==> config.mk <==
export PLATFORM = sky130hd
export DESIGN_NAME = audio_codec_if
export DESIGN_NICKNAME = d
export VERILOG_FILES = /design/src/rtl/codec_pkg.sv /design/src/rtl/i2s_frame_timer.sv /design/src/rtl/audio_codec_if.sv
export SDC_FILE = /design/constraint.sdc
export NUM_CORES = 1
export LEC_CHECK = 0
export BUFFER_PORTS_ARGS = -buffer_cell sky130_fd_sc_hd__buf_2
export CAP_MARGIN = 20
export CORE_MARGIN = 2
export CORE_UTILIZATION = 35
export DETAILED_ROUTE_END_ITERATION = 16
export HOLD_SLACK_MARGIN = 0.06
export PLACE_DENSITY_LB_ADDON = 0.08
export REMOVE_ABC_BUFFERS = 1
export SLEW_MARGIN = 10
export SYNTH_ARGS = -nofsm -noshare
export SYNTH_HDL_FRONTEND = slang
export SYNTH_SLANG_ARGS = --single-unit
==> constraint.sdc <==
create_clock -name aud_clk -period 3.65 [get_ports aud_clk]
set_input_delay 0.365 -clock aud_clk [delete_from_list [all_inputs] [get_ports aud_clk]]
set_output_delay 0.365 -clock aud_clk [all_outputs]
set_load 0.01 [all_outputs]
==> src/rtl/codec_pkg.sv <==
// rtl/codec_pkg.sv - default frame constants and the enable bundle shared by the I2S codec interface
package codec_pkg;

  localparam int DEF_SAMPLE_W      = 16;
  localparam int DEF_BITS_PER_SLOT = 32;
  localparam int DEF_CLKS_PER_BCLK = 4;

  localparam int FRAME_CLKS = 2 * DEF_BITS_PER_SLOT * DEF_CLKS_PER_BCLK;
  localparam int H          = FRAME_CLKS / 2;
  localparam int E          = DEF_SAMPLE_W * DEF_CLKS_PER_BCLK + DEF_CLKS_PER_BCLK / 2 + 1;
  localparam int REQ_OFFSET = 4;
  localparam int CNT_W      = $clog2(FRAME_CLKS);

  typedef struct packed {
    logic load_l;
    logic load_r;
    logic dac_edge;
    logic in_slot;
    logic right;
    logic adc_sample;
    logic end_l;
    logic end_r;
  } frame_en_t;

  function automatic int frame_clks(input int bits_per_slot, input int clks_per_bclk);
    return 2 * bits_per_slot * clks_per_bclk;
  endfunction

  function automatic int end_offset(input int sample_w, input int clks_per_bclk);
    return sample_w * clks_per_bclk + clks_per_bclk / 2 + 1;
  endfunction

endpackage

==> src/rtl/i2s_frame_timer.sv <==
// rtl/i2s_frame_timer.sv - frame counter producing BCLK, LRCK, request/end strobes and shift-path enables
module i2s_frame_timer
  import codec_pkg::*;
#(
  parameter int SAMPLE_W      = DEF_SAMPLE_W,
  parameter int BITS_PER_SLOT = DEF_BITS_PER_SLOT,
  parameter int CLKS_PER_BCLK = DEF_CLKS_PER_BCLK
) (
  input  logic       clk_i,
  input  logic       rst_ni,
  output logic       bclk_o,
  output logic       lrck_o,
  output logic [1:0] sample_end_o,
  output logic [1:0] sample_req_o,
  output frame_en_t  en_o
);

  localparam int FRAME_N = frame_clks(BITS_PER_SLOT, CLKS_PER_BCLK);
  localparam int HALF_N  = FRAME_N / 2;
  localparam int END_N   = end_offset(SAMPLE_W, CLKS_PER_BCLK);
  localparam int CW      = $clog2(FRAME_N);

  localparam logic [CW-1:0] C_ONE   = CW'(1);
  localparam logic [CW-1:0] C_LAST  = CW'(FRAME_N - 1);
  localparam logic [CW-1:0] C_HALF  = CW'(HALF_N);
  localparam logic [CW-1:0] C_END_L = CW'(END_N);
  localparam logic [CW-1:0] C_END_R = CW'(HALF_N + END_N);
  localparam logic [CW-1:0] C_REQ_L = CW'(FRAME_N - REQ_OFFSET);
  localparam logic [CW-1:0] C_REQ_R = CW'(HALF_N - REQ_OFFSET);
  localparam logic [CW-1:0] C_CPB   = CW'(CLKS_PER_BCLK);
  localparam logic [CW-1:0] C_BPS   = CW'(BITS_PER_SLOT);
  localparam logic [CW-1:0] C_RISE  = CW'(CLKS_PER_BCLK / 2);
  localparam logic [CW-1:0] C_SW    = CW'(SAMPLE_W);

  logic [CW-1:0] cnt_q, cnt_d, phase_d, bit_d, slot_d;
  logic          in_word_d, right_d;
  logic          bclk_q, lrck_q;
  logic [1:0]    sample_end_q, sample_req_q;

  // Every registered output is decoded from the count it will accompany.
  always_comb begin
    cnt_d     = (cnt_q == C_LAST) ? '0 : cnt_q + C_ONE;
    phase_d   = cnt_d % C_CPB;
    bit_d     = cnt_d / C_CPB;
    slot_d    = bit_d % C_BPS;
    in_word_d = (slot_d != '0) && (slot_d <= C_SW);
    right_d   = (cnt_d >= C_HALF);

    en_o            = '0;
    en_o.load_l     = (cnt_q == '0);
    en_o.load_r     = (cnt_q == C_HALF);
    en_o.dac_edge   = (phase_d == '0);
    en_o.in_slot    = in_word_d;
    en_o.right      = right_d;
    en_o.adc_sample = (phase_d == C_RISE) && in_word_d;
    en_o.end_l      = (cnt_d == C_END_L);
    en_o.end_r      = (cnt_d == C_END_R);
  end

  always_ff @(posedge clk_i) begin
    if (!rst_ni) begin
      cnt_q        <= '0;
      bclk_q       <= 1'b0;
      lrck_q       <= 1'b0;
      sample_end_q <= 2'b00;
      sample_req_q <= 2'b00;
    end else begin
      cnt_q        <= cnt_d;
      bclk_q       <= (phase_d >= C_RISE);
      lrck_q       <= right_d;
      sample_end_q <= {cnt_d == C_END_L, cnt_d == C_END_R};
      sample_req_q <= {cnt_d == C_REQ_L, cnt_d == C_REQ_R};
    end
  end

  assign bclk_o       = bclk_q;
  assign lrck_o       = lrck_q;
  assign sample_end_o = sample_end_q;
  assign sample_req_o = sample_req_q;

endmodule

==> src/rtl/audio_codec_if.sv <==
// rtl/audio_codec_if.sv - WM8731 I2S master with DAC serialiser and ADC capture; CODEC_LOOPBACK_EN feeds DAC data into the ADC path
module audio_codec_if
  import codec_pkg::*;
#(
  parameter int SAMPLE_W      = DEF_SAMPLE_W,
  parameter int BITS_PER_SLOT = DEF_BITS_PER_SLOT,
  parameter int CLKS_PER_BCLK = DEF_CLKS_PER_BCLK
) (
  input  logic                aud_clk,
  input  logic                aud_reset_n,
  output logic                aud_bclk,
  output logic                aud_lrck,
  input  logic                aud_adcdat,
  output logic                aud_dacdat,
  output logic [SAMPLE_W-1:0] audio_input_l,
  output logic [SAMPLE_W-1:0] audio_input_r,
  input  logic [SAMPLE_W-1:0] audio_output_l,
  input  logic [SAMPLE_W-1:0] audio_output_r,
  output logic [1:0]          sample_end,
  output logic [1:0]          sample_req
);

  frame_en_t           en;
  logic [SAMPLE_W-1:0] dac_l_q, dac_r_q, adc_sr_q, in_l_q, in_r_q;
  logic                dacdat_q, adc_bit;

  i2s_frame_timer #(
    .SAMPLE_W      (SAMPLE_W),
    .BITS_PER_SLOT (BITS_PER_SLOT),
    .CLKS_PER_BCLK (CLKS_PER_BCLK)
  ) u_timer (
    .clk_i        (aud_clk),
    .rst_ni       (aud_reset_n),
    .bclk_o       (aud_bclk),
    .lrck_o       (aud_lrck),
    .sample_end_o (sample_end),
    .sample_req_o (sample_req),
    .en_o         (en)
  );

`ifdef CODEC_LOOPBACK_EN
  logic unused_adcdat;
  assign unused_adcdat = aud_adcdat;
  assign adc_bit       = dacdat_q;
`else
  assign adc_bit = aud_adcdat;
`endif

  always_ff @(posedge aud_clk) begin
    if (!aud_reset_n) begin
      dac_l_q  <= '0;
      dac_r_q  <= '0;
      adc_sr_q <= '0;
      in_l_q   <= '0;
      in_r_q   <= '0;
      dacdat_q <= 1'b0;
    end else begin
      if (en.load_l) dac_l_q <= audio_output_l;
      if (en.load_r) dac_r_q <= audio_output_r;
      // DAC data only moves on BCLK falls; slot bits outside the word read as 0.
      if (en.dac_edge) begin
        if (!en.in_slot) begin
          dacdat_q <= 1'b0;
        end else if (en.right) begin
          dacdat_q <= dac_r_q[SAMPLE_W-1];
          dac_r_q  <= dac_r_q << 1;
        end else begin
          dacdat_q <= dac_l_q[SAMPLE_W-1];
          dac_l_q  <= dac_l_q << 1;
        end
      end
      if (en.adc_sample) adc_sr_q <= {adc_sr_q[SAMPLE_W-2:0], adc_bit};
      if (en.end_l)      in_l_q   <= adc_sr_q;
      if (en.end_r)      in_r_q   <= adc_sr_q;
    end
  end

  assign aud_dacdat    = dacdat_q;
  assign audio_input_l = in_l_q;
  assign audio_input_r = in_r_q;

endmodule

==> run_results.csv, run 1 <==
group,metric,value,unit
status,status,"finished clean",
synth,ys_warn_count,0,
routing,dr.pass1.iters,4,
worst_setup_path,worstSetupPathType,"reg -> reg",
power_and_ir_drop,peakVddDrop,165,µV
die,row_count,40,
finish,nets,519,
die,die-area,13400,µm²
global_routing,grt_pass1_vias,2890,
synth,syn_avg_cell_area,10.4,µm²
place,gp_congestion,0.828,
cts,clockBufferDepth,2,
place,port-buffer-count,73,
min_path,min_path_type,"in -> reg",
finish,syn2layout_area_growth,16.7,%
synth,yosysMostFrequentCell,"dfxtp_1",
sta,worst_pin_slew,0.868,ns
die,fp.dieW,116,µm
sta,hold_viol_final,0,
sta,setup_viol_count_final,0,
sta,period_needed,2.64,ns
die,start_util,36.2,%
cts,post_cts_buffers,0,
synth,synth_enable_flop_cells,0,
global_routing,track_usage,13.6,%
routing,routed-via-count,2989,
synth,netlist_instances,419,
worst_setup_path,endpoint_kind,"flip-flop",
worst_setup_path,cp.required,3.85,ns
synth,synth_seq_cells,94,
sta,tns,0,ns
synth,synth-main-ff-cell,"dfxtp_1",
global_routing,overflow,0,
worst_setup_path,cp_max_fo,16,
synth,yosysTopAreaCell,"dfxtp_1",
sta,fmax,0.379,GHz
die,core,12100,µm²
global_routing,antenna_found_initial,1,
place,postPlaceCellArea,4780,µm²
global_routing,met3_usage,3.87,%
sta,finalCritPeriodShare,72.2,%
power_and_ir_drop,power_leakage,2.27,nW
cts,clk_pin_slew_worst_paths,0.07,ns
worst_setup_path,rrSetupSlack,1.01,ns
global_routing,met1_usage,17.7,%
cts,clockRootBuffer,"clkbuf_16",
finish,final_area,5090,µm²
routing,wire_per_inst,13.0,µm
cts,cts_resized,0,
sta,maxSlewViolCount,0,
sta,rsz0062_at_grt,"no",
die,fp.dieH,116,µm
finish,n_fill_cell,1197,
cts,ctsHoldBuffers,0,
global_routing,grt_busiest_layer,"met2",
global_routing,grt_pass1_wl,14200,µm
cts,htreeDepth,3,
synth,yosysSeqAreaShare,43.2,%
routing,drt-initial-drc-count,108,
global_routing,grt_use_met2,20.2,%
cts,numCtsBuffers,9,
routing,ant_nets,0,
synth,synth_top_cells_by_area,"dfxtp_1 (43%), mux2i_1 (18%), mux2_2 (8.5%), nand2_1 (7.1%), nor2b_1 (4.6%)",
finish,utilization,42.2,%
place,dp_hpwl,5790,µm
synth,async_flop_share,0,%
sta,fin_skew,0.00752,ns
synth,synth_top_area_share,43.2,%
cts,cts_tree,"built",
routing,avgViaCountPerCell,4.58,
worst_setup_path,cp-start-kind,"flip-flop",
synth,ys_types,51,
power_and_ir_drop,finalPower,2.19,mW
flow_run,drv_cap,0,
routing,routed_wl,8490,µm
worst_setup_path,cp.arrival,2.84,ns
finish,drive_gt1_share,30.0,%
global_routing,grt_max_degree,66,
routing,drc,0,
synth,netlist_area,4360,µm²
sta,slew_headroom,42.1,%
cts,cts_sinks,94,
power_and_ir_drop,powerDensity,430,nW/µm²
sta,hold_slack,0.266,ns
synth,yosys-top-cells-count,"dfxtp_1 (94), nand2_1 (83), mux2i_1 (78), mux2_2 (33), nor2b_1 (32)",
cts,clk_latency,0.35,ns
die,pin_count,74,
-- power by group --
group | total, mW | internal [mW] | switching [mW]
combinational | 0.149 | 0.0768 | 0.0721
clock | 0.979 | 0.546 | 0.433
sequential | 1.06 | 1.05 | 0.0135
total | 2.19 | 1.67 | 0.518
-- placed cells by master, fill, tap and decap left out, types with 2 or more instances in the layout --
cell type and n:
a21oi_1 2, and2_1 4, and3_1 3, and3_2 2, buf_2 73, buf_4 5
clkbuf_16 9, dfxtp_1 94, ha_1 5, inv_1 3, inv_6 4, mux2_2 33
mux2i_1 78, nand2_1 83, nand4_1 3, nor2_1 9, nor2b_1 32, nor3_1 3
nor4_4 3, o21ai_2 2, o21ai_4 2, xnor2_1 3, xor2_1 2
-- cell families after synthesis --
logic type      share of synthesized area, %
simple gates                            18.6
mux                                     26.4
flops                                   43.2
buf+inv                                 4.88
compound gates                          3.50
xor+xnor                                2.01
fa+ha+maj                               1.43
-- worst max-delay path: stages, from the launching register on --
cell,delay (ns)
dfxtp_1,0.44
ha_1,0.39
or2_2,0.18
o21ai_2,0.07
a32oi_4,0.34
nor3_1,0.08
or3b_1,0.75
mux2i_1,0.23
-- flip-flops by register name (all words and copies together) (netlist names) --
name,flops
u_timer.lrck_o,1
audio_input_l,16
audio_input_r,16
u_timer.sample_end_o,2
dac_l_q,16
u_timer.cnt_q,8
dac_r_q,16
u_timer.sample_req_o,2
aud_dacdat,1
adc_sr_q,16
-- per-stage QoR --
step	cells	worst slack, ns
after global placement	636	1.11
after floorplan	390	1.11
final	653	1.01
after detailed placement	636	1.01
after CTS	652	0.991
after global routing	652	0.836
-- per-layer routing --
| metal | vias up | share of wire [%] |
|---|---|---|
| met5 | - | 0 |
| met4 | 0 | 2.5 |
| met3 | 16 | 5.7 |
| met2 | 63 | 44 |
| met1 | 1371 | 48 |
| li1 | 1539 | - |
-- layout make-up --
class	count	area, µm²	share of cell area, %
timing repair buffer	78	403	7.92
sequential	94	1880	37.0
clock inverter	6	76.3	1.50
antenna	1	2.50	0.0492
clock buffer	10	229	4.50
multi-input combinational	293	2270	44.7
inverter	3	11.3	0.221
tap	168	210	4.13
-- path summary, 6_finish.rpt --
check                   start           to  cells after the start
min                aud_adcdat  adc_sr_q[0]                      3
max reg2reg  u_timer.cnt_q[0]  adc_sr_q[3]                      7
max          u_timer.cnt_q[0]  adc_sr_q[3]                      7
min reg2reg       dac_r_q[13]  dac_r_q[14]                      2
Power figures use the tool's default switching activity.
==> inputs of run 2 (changes only) <==
==> constraint.sdc (replaced) <==
create_clock -name aud_clk -period 2.4 [get_ports aud_clk]
set_input_delay 0.24 -clock aud_clk [delete_from_list [all_inputs] [get_ports aud_clk]]
set_output_delay 0.24 -clock aud_clk [all_outputs]
set_load 0.01 [all_outputs]
==> run 2 against run 1 <==
  * Sequential power grew 52%
  * Global-route usage increased by 0.34 points
  * Via count up 2.0%
  * Sequential share of layout area fell by 0.83 points
  * Register-to-register slack worse by 0.85 ns
  * Final cell count increased by 0.92%
  * Flip-flop and latch count did not move
  * Routed wire length grew 2.5%
  * Critical path type unchanged
  * Largest power group unchanged
  * Highest routed layer unchanged
==> run_results.csv, run 2 (synthesized netlist as in run 1, its figures left out) <==
group,metric,value,unit
sta,fin_skew,0.00946,ns
global_routing,grt_pass1_vias,3001,
finish,final_common_cell,"dfxtp_1",
place,port-buffer-count,73,
cts,clk_pin_slew_worst_paths,0.07,ns
finish,syn2layout_area_growth,19.4,%
min_path,min-delay-start,"aud_adcdat",
min_path,min_path_type,"in -> reg",
finish,n_fill_cell,1165,
die,die-area,13400,µm²
sta,finalCritPeriodShare,93.3,%
sta,worst_pin_slew,0.607,ns
global_routing,track_usage,13.9,%
power_and_ir_drop,peakVddDrop,251,µV
cts,clockRootBuffer,"clkbuf_16",
power_and_ir_drop,power_frac_comb,6.9,%
finish,multiInputGateArea,2280,µm²
cts,clk_latency,0.35,ns
worst_setup_path,cp.required,2.63,ns
routing,wire_per_inst,13.2,µm
worst_setup_path,cp-start-kind,"flip-flop",
worst_setup_path,endpoint_kind,"flip-flop",
sta,hold_viol_final,0,
sta,tns,0,ns
worst_setup_path,worstSetupPathType,"reg -> reg",
cts,clockBufferDepth,2,
routing,routed-via-count,3048,
power_and_ir_drop,swShare,23.3,%
place,gp_congestion,0.796,
die,fp.dieH,116,µm
power_and_ir_drop,power_switching,0.781,mW
sta,rsz0062_at_grt,"no",
worst_setup_path,r2r-start,"u_timer.cnt_q[0]",
routing,wl_met2,3910,µm
routing,avgViaCountPerCell,4.63,
finish,drive_gt1_share,31.6,%
global_routing,grt_pass1_wl,14700,µm
sta,period_needed,2.24,ns
worst_setup_path,startpoint,"u_timer.cnt_q[0]",
sta,fmax,0.447,GHz
finish,nets,526,
worst_setup_path,cp_max_fo,16,
routing,drt-initial-drc-count,163,
cts,cts_tree,"built",
power_and_ir_drop,power_leakage,2.33,nW
routing,drc,0,
sta,setup_viol_count_final,0,
place,dp_hpwl,5960,µm
global_routing,grt_max_degree,71,
power_and_ir_drop,intPower,2.57,mW
routing,wl_met1,4130,µm
routing,highest_layer,"met4",
routing,routed-wl-met3,482,µm
worst_setup_path,cp.arrival,2.47,ns
routing,ant_nets,0,
cts,numCtsBuffers,9,
die,fp.dieW,116,µm
power_and_ir_drop,clkPwrFrac,45.0,%
finish,diodes,0,
die,core,12100,µm²
sta,maxSlewViolCount,0,
cts,cts_sinks,94,
global_routing,overflow,0,
global_routing,antenna_found_initial,0,
status,status,"finished clean",
power_and_ir_drop,p_seq_share,48.1,%
finish,final_cell_mix,"dfxtp_1 (94), nand2_1 (83), mux2i_1 (78), buf_2 (73), mux2_2 (33)",
power_and_ir_drop,powerDensity,643,nW/µm²
die,row_count,40,
cts,post_cts_buffers,0,
finish,regArea,1880,µm²
sta,hold_slack,0.154,ns
cts,htreeDepth,3,
routing,dr.pass1.iters,4,
sta,slew_headroom,59.5,%
die,start_util,36.2,%
routing,routed_wl,8700,µm
die,pin_count,74,
flow_run,drv_cap,0,
run 2: cell count changes in the layout (fill, tap and decap cells not counted), moves of 3 or more:
cell      previous run  this run
buf_12               0         4
buf_4                5         8
clkinv_4             0         3
inv_6                4         0
run 2: per-stage QoR:
step / utilization (%) / power, mW / worst slack, ns / area [µm²] / std cells
after global routing: 43.2 / 3.50 / 0.0115 / 5200 / 659
final: 43.2 / 3.35 / 0.161 / 5200 / 659
after CTS: 43.1 / 3.42 / 0.0757 / 5200 / 659
after global placement: 40.5 / 1.87 / 0.162 / 4880 / 643
after floorplan: - / 1.78 / -0.137 / 4160 / 390
after detailed placement: 40.5 / 1.88 / 0.0835 / 4880 / 643
run 2: worst paths after layout:
check | to | slack [ns] | cells after the start
setup reg to reg | adc_sr_q[2] | 0.16 | 7
setup / recovery | adc_sr_q[2] | 0.16 | 7
hold reg to reg | dac_r_q[7] | 0.45 | 2
hold / removal | adc_sr_q[0] | 0.15 | 3
run 2: what timing repair did:
item	CTS	global route
hold endpoints to repair	0	0
gates resized for setup	0	2
endpoints found under the setup margin	0	26
hold buffers	0	0
run 2: area by class of cell:
type	count	share of cell area, %
multi-input combinational	293	43.8
sequential	94	36.2
timing repair buffer	85	9.71
clock buffer	10	4.59
tap	168	4.04
clock inverter	6	1.51
inverter	3	0.216
run 2: critical path, cell delays in order, from the launching register on:
cell and delay [ns]:
dfxtp_1 0.37, ha_2 0.26, and3_2 0.27, a32oi_4 0.37
nor3_1 0.09, or3b_1 0.39, buf_4 0.23, mux2i_1 0.15
run 2: layer usage:
layer  up-vias  global-route usage (%)
li1       1548                       -
met1      1422                    17.9
met2        64                    21.6
met3        14                    3.87
met4         0                    6.83
met5         -                       0
run 2: power groups by stage:
| stage | combinational [mW] | clock [mW] | sequential (mW) |
|---|---|---|---|
| 2_1_floorplan | 0.143 | 0 | 1.64 |
| 3_3_place_gp | 0.230 | 0 | 1.64 |
| 3_5_place_dp | 0.233 | 0 | 1.65 |
| 4_1_cts | 0.234 | 1.57 | 1.61 |
| 5_1_grt | 0.257 | 1.63 | 1.61 |
| 6_report | 0.230 | 1.51 | 1.61 |
